===== src/rtl/loader_pkg.sv =====
// Shared types and default parameters for the pattern/text memory loader.
package loader_pkg;

    localparam int unsigned BYTE_W      = 8;
    localparam int unsigned PAT_AW      = 3;
    localparam int unsigned TXT_AW      = 14;

    localparam int unsigned PAT_LEN_DEF = 4;
    localparam int unsigned TXT_MAX_DEF = 11064;
    localparam logic [BYTE_W-1:0] TERM_DEF = 8'h00;

    typedef enum logic [1:0] {
        ST_IDLE     = 2'd0,
        ST_LOAD_PAT = 2'd1,
        ST_LOAD_TXT = 2'd2,
        ST_DONE     = 2'd3
    } state_e;

endpackage


===== src/rtl/load_counter.sv =====
// Text address counter: synchronous clear has priority over enable.
module load_counter
    import loader_pkg::*;
#(
    parameter int unsigned W = TXT_AW
) (
    input  logic         clk,
    input  logic         rst,
    input  logic         clr,
    input  logic         en,
    output logic [W-1:0] cnt
);

    logic [W-1:0] cnt_q;
    logic [W-1:0] cnt_d;

    // Next count: clear wins, otherwise count up when enabled.
    always_comb begin
        cnt_d = cnt_q;
        if (clr) begin
            cnt_d = '0;
        end else if (en) begin
            cnt_d = cnt_q + W'(1);
        end
    end

    // Counter register with asynchronous active-low reset.
    always_ff @(posedge clk or negedge rst) begin
        if (!rst) begin
            cnt_q <= '0;
        end else begin
            cnt_q <= cnt_d;
        end
    end

    assign cnt = cnt_q;

endmodule


===== src/rtl/mem_loader.sv =====
// Streams a fixed-length pattern and a TERM-delimited text into two memories.
module mem_loader
    import loader_pkg::*;
#(
    parameter int unsigned        PAT_LEN = PAT_LEN_DEF,
    parameter int unsigned        TXT_MAX = TXT_MAX_DEF,
    parameter logic [BYTE_W-1:0]  TERM    = TERM_DEF
) (
    input  logic              clk,
    input  logic              rst,
    input  logic              inicio,
    input  logic [BYTE_W-1:0] byte_in,
    input  logic              byte_valid,
    output logic              byte_ready,
    output logic              pat_we,
    output logic [PAT_AW-1:0] pat_addr,
    output logic [BYTE_W-1:0] pat_data,
    output logic              txt_we,
    output logic [TXT_AW-1:0] txt_addr,
    output logic [BYTE_W-1:0] txt_data,
    output logic [TXT_AW-1:0] text_len,
    output logic              busy,
    output logic              done,
    output logic              overflow
);

    localparam logic [PAT_AW-1:0] PAT_LAST = PAT_AW'(PAT_LEN - 1);
    localparam logic [TXT_AW-1:0] TXT_LAST = TXT_AW'(TXT_MAX - 1);

    state_e            state_q;
    state_e            state_d;
    logic [PAT_AW-1:0] pat_cnt_q;
    logic [PAT_AW-1:0] pat_cnt_d;
    logic              ovf_q;
    logic              ovf_d;
    logic              txt_clr;
    logic              txt_en;
    logic [TXT_AW-1:0] txt_cnt;

    // Text write address doubles as the stored text length.
    load_counter #(
        .W (TXT_AW)
    ) u_txt_cnt (
        .clk (clk),
        .rst (rst),
        .clr (txt_clr),
        .en  (txt_en),
        .cnt (txt_cnt)
    );

    // Next-state, counter control and same-cycle memory write strobes.
    always_comb begin
        state_d    = state_q;
        pat_cnt_d  = pat_cnt_q;
        ovf_d      = ovf_q;
        txt_clr    = 1'b0;
        txt_en     = 1'b0;
        byte_ready = 1'b0;
        busy       = 1'b0;
        done       = 1'b0;
        pat_we     = 1'b0;
        pat_data   = '0;
        txt_we     = 1'b0;
        txt_data   = '0;

        unique case (state_q)
            ST_IDLE: begin
                if (inicio) begin
                    state_d   = ST_LOAD_PAT;
                    pat_cnt_d = '0;
                    txt_clr   = 1'b1;
                    ovf_d     = 1'b0;
                end
            end

            ST_LOAD_PAT: begin
                byte_ready = 1'b1;
                busy       = 1'b1;
                if (byte_valid) begin
                    // TERM is ordinary data inside the pattern.
                    pat_we   = 1'b1;
                    pat_data = byte_in;
                    if (pat_cnt_q == PAT_LAST) begin
                        state_d   = ST_LOAD_TXT;
                        pat_cnt_d = '0;
                    end else begin
                        pat_cnt_d = pat_cnt_q + PAT_AW'(1);
                    end
                end
            end

            ST_LOAD_TXT: begin
                byte_ready = 1'b1;
                busy       = 1'b1;
                if (byte_valid) begin
                    if (byte_in == TERM) begin
                        state_d = ST_DONE;
                        ovf_d   = 1'b0;
                    end else begin
                        txt_we   = 1'b1;
                        txt_data = byte_in;
                        txt_en   = 1'b1;
                        // Filling the last slot ends the load without a TERM.
                        if (txt_cnt == TXT_LAST) begin
                            state_d = ST_DONE;
                            ovf_d   = 1'b1;
                        end
                    end
                end
            end

            ST_DONE: begin
                done = 1'b1;
                if (inicio) begin
                    state_d   = ST_LOAD_PAT;
                    pat_cnt_d = '0;
                    txt_clr   = 1'b1;
                    ovf_d     = 1'b0;
                end
            end

            default: begin
                state_d = ST_IDLE;
            end
        endcase
    end

    // State, pattern counter and overflow flag registers.
    always_ff @(posedge clk or negedge rst) begin
        if (!rst) begin
            state_q   <= ST_IDLE;
            pat_cnt_q <= '0;
            ovf_q     <= 1'b0;
        end else begin
            state_q   <= state_d;
            pat_cnt_q <= pat_cnt_d;
            ovf_q     <= ovf_d;
        end
    end

    assign pat_addr = pat_cnt_q;
    assign txt_addr = txt_cnt;
    assign text_len = txt_cnt;
    assign overflow = ovf_q;

endmodule


===== config.mk =====
export PLATFORM = sky130hd
export DESIGN_NAME = mem_loader
export DESIGN_NICKNAME = d
export VERILOG_FILES = /design/src/rtl/loader_pkg.sv /design/src/rtl/load_counter.sv /design/src/rtl/mem_loader.sv
export SDC_FILE = /design/constraint.sdc
export NUM_CORES = 1
export LEC_CHECK = 0
export BUFFER_PORTS_ARGS = -buffer_cell sky130_fd_sc_hd__buf_2
export CAP_MARGIN = 5
export CORE_ASPECT_RATIO = 0.6
export CORE_MARGIN = 1.5
export CORE_UTILIZATION = 35
export DETAILED_ROUTE_END_ITERATION = 7
export GPL_ROUTABILITY_DRIVEN = 0
export GPL_TIMING_DRIVEN = 1
export HOLD_SLACK_MARGIN = 0.12
export PLACE_DENSITY = 0.65
export SLEW_MARGIN = 20
export SYNTH_ARGS = -nofsm -noshare
export SYNTH_HDL_FRONTEND = slang
export SYNTH_SLANG_ARGS = --single-unit

===== constraint.sdc =====
create_clock -name clk -period 2.2 [get_ports clk]
set_clock_uncertainty 0.1 [all_clocks]
set_input_delay 0.22 -clock clk [delete_from_list [all_inputs] [get_ports clk]]
set_output_delay 0.22 -clock clk [all_outputs]
set_load 0.005 [all_outputs]

==> summary.txt <==
Status
  • Status: complete, but fails checks
  • Failing checks: design-rule violations

Timing
  • Final Hold Viols: 0
  • Slew @ Worst Pin: 0.505 ns
  • Max_slew headroom: 66.1%
  • Final Setup Violations: 0
  • Max Freq: 0.467 GHz
  • Setup repair after global routing missed its margin: yes
  • Final period utilization: 97.2%
  • Fin crit period: 2.14 ns
  • Final Slew Violations: 0
  • Hold Slack: 0.294 ns

CTS
  • Clock buffer depth: 2
  • Clk Latency, worst-skew pair: 0.26 ns
  • CTS tree: built
  • H-tree Lvls: 1
  • Clock Tree Root: clkbuf_8
  • Clock buffer count from CTS: 3
  • CTS clock-pin slew for the worst setup and hold paths: 0.08 ns
  • TritonCTS Sinks: 20

Die
  • Core area: 0.00376 mm²
  • IO Pins: 65
  • Die area: 0.00441 mm²
  • Die width: 84.8 µm
  • Chip height: 52.1 µm
  • FP Rows: 17
  • Initial Utilization: 37.3%

Place
  • Number of I/O port buffers: 64
  • Dpl hpwl: 2.77 mm
  • Placed insts: 260
  • DP Area: 0.00176 mm²

Setup path
  • Worst endpoint required time: 2.25 ns
  • Largest stage delay, worst path: 0.51 ns
  • CP max FO: 2
  • WP buf/inv: 0
  • Critical Path Source Type: register
  • Crit-path slowest cell: or4_1
  • Reg2Reg Depth: 4
  • Worst flop-to-flop path startpoint: u_txt_cnt.cnt[12]
  • WP data arrival: 2.19 ns
  • CP Capture Type: register
  • Flop2flop setup slack: 0.06 ns
  • Crit Reg-Reg Endpoint: overflow
  • CP Cell Sequence: or4_1 -> or4_4 -> a211oi_2 -> mux2_4
  • Crit Path Class: register to register
  • Delay-heaviest family, CP: simple AND/OR/NAND/NOR gates

Yosys
  • Synthesized flop and latch total: 20
  • Post-synthesis mux area share: 2.94%
  • Unique masters post-synth: 37
  • Post-synthesis sequential area ratio: 35.7%
  • YS warnings: 0
  • Synth Area in Simple Gates: 23.6%
  • Area leader, netlist: dfrtp_1
  • Area share of the largest cell type after synthesis: 35.7%
  • Mean Syn Cell Area: 9.00 µm²
  • Synthesized cell area: 0.00140 mm²
  • Post-synthesis compound-gate area fraction: 16.6%
  • Adder-Cell Fraction of Synth Area: 5.35%
  • Mapped Cells: 156
  • Largest cells by area after synthesis: dfrtp_1, buf_4, and3_1, ha_1, xnor2_1
  • Syn_nets: 174
  • Synth Area in XOR/XNOR: 4.37%
  • Largest family of logic cells by synthesized area: simple AND/OR/NAND/NOR gates

Layout
  • Fillers: 357
  • Commonest cells after routing, fill and taps aside: buf_2, dfrtp_1, and3_1
  • Ant diodes: 0
  • Commonest non-fill, non-tap cell in the layout: buf_2
  • Area growth, synth to finish: 30.1%
  • Fraction of layout cells with a size suffix above 1: 41.3%
  • Layout Cells excl Fill: 265
  • Final Net Count: 237
  • Final instance area: 0.00183 mm²

Worst hold path
  • Hold wc startpoint: inicio
  • Hold Crit Depth: 4
  • Worst hold path type: input port to register
  • WHS Endpoint: pat_addr[2]

Routing
  • Number of routed nets with antenna violations: 0
  • Routed len/inst: 13.4 µm
  • Drt total wl: 3.54 mm
  • Vias after detailed routing: 1346
  • First DRT Iteration DRCs: 55
  • Vias per cell: 5.08
  • # DRC: 3
  • DRT Pass-1 Iters: 6

Power and ir drop
  • Leak pwr: 0.00103 µW
  • Peak supply drop: 318 µV
  • PD cells: 870 mW/mm²

Global routing
  • First-pass GRT wire length: 5.78 mm
  • Vias in the first global route: 1134
  • Gr ovfl total: 0
  • Pin count of the biggest net entering global routing: 22
  • All-layer global routing usage: 17.0%
  • Initial antenna violation count: 0

Job
  • Max Cap Viol: 0
-- how the worst max path moves through the flow --
| stage | start | endpoint | slack, ns | cells after the start |
|---|---|---|---|---|
| floorplan | u_txt_cnt.cnt[12] | overflow | 0.03 | 4 |
| global placement | u_txt_cnt.cnt[12] | overflow | 0.06 | 4 |
| detailed placement | u_txt_cnt.cnt[12] | overflow | 0.06 | 4 |
| CTS | u_txt_cnt.cnt[12] | overflow | 0.04 | 4 |
| global route | u_txt_cnt.cnt[12] | state_q[0] | -0.04 | 4 |
| finish | u_txt_cnt.cnt[12] | overflow | 0.06 | 4 |
-- cell usage after synthesis (all sizes together) --
cell,count
xnor2,6
and4,1
a31o,2
a221oi,1
a2111oi,1
nor2,12
nor4,2
and3,17
buf,15
mux2i,3
nand2,9
and2,2
a41o,1
nor3,1
or4,2
or3,3
a31oi,1
nand3,6
nand2b,1
inv,7
nand4b,1
o21ai,5
a311oi,1
a211oi,6
mux2,1
ha,6
xor2,1
nand4,2
a21oi,9
clkbuf,6
dfrtp,20
a2111o,1
a22o,4
-- cells by family after synthesis --
| logic type | Yosys count |
|---|---|
| AND/OR/NAND/NOR | 59 |
| flip-flops | 20 |
| adder cells (fa/ha/maj) | 6 |
| multiplexers | 4 |
| XOR/XNOR | 7 |
| buffers and inverters | 28 |
| AO/OA/AOI/OAI | 32 |
-- routing by layer --
| metal | share of wire [%] | global-route usage (%) |
|---|---|---|
| met1 | 54 | 25.3 |
| met2 | 40 | 24.3 |
| met3 | 5.4 | 4.76 |
| met4 | 0.42 | 3.28 |
| met5 | 0 | 0 |
-- tightest hold or removal path: stages --
cell	delay [ns]
buf_2	0.10
nand2_1	0.10
a21oi_1	0.14
a311oi_1	0.06
-- stage by stage --
| step | setup TNS (ns) | utilization [%] | setup WS [ns] | power (µW) |
|---|---|---|---|---|
| 2_1_floorplan | 0 | - | 0.0290 | 1010 |
| 3_3_place_gp | 0 | 46.7 | 0.0561 | 1280 |
| 3_5_place_dp | 0 | 46.7 | 0.0552 | 1290 |
| 4_1_cts | 0 | 48.4 | 0.0396 | 1590 |
| 5_1_grt | -0.0852 | 48.5 | -0.0389 | 1720 |
| 6_report | 0 | 48.5 | 0.0609 | 1590 |
-- where the power goes --
group          switching [µW]  leakage (µW)  internal [µW]  total [µW]
clock                     127     0.0000288            160         287
sequential               47.9      0.000270            426         473
combinational             446      0.000735            383         828
total                     621       0.00103            968        1590
-- state kept, by name (all words and copies together), names as in the netlist --
register       count
overflow           1
pat_addr           3
state_q            2
u_txt_cnt.cnt     14
-- repair_timing --
action	in CTS	in global routing
hold buffers	1	0
setup buffers	0	0
endpoints found under the hold margin	20	0
gates resized for setup	0	1
setup endpoints to repair	0	3
-- final cells by class --
type                       count  area, µm²  share of cell area, %
multi-input combinational    108        751                   41.1
sequential                    20        500                   27.4
timing repair buffer          79        435                   23.8
tap                           47       58.8                   3.22
clock buffer                   4       55.1                   3.01
inverter                       7       26.3                   1.44
Note: power is estimated with default switching activity, not from simulation.
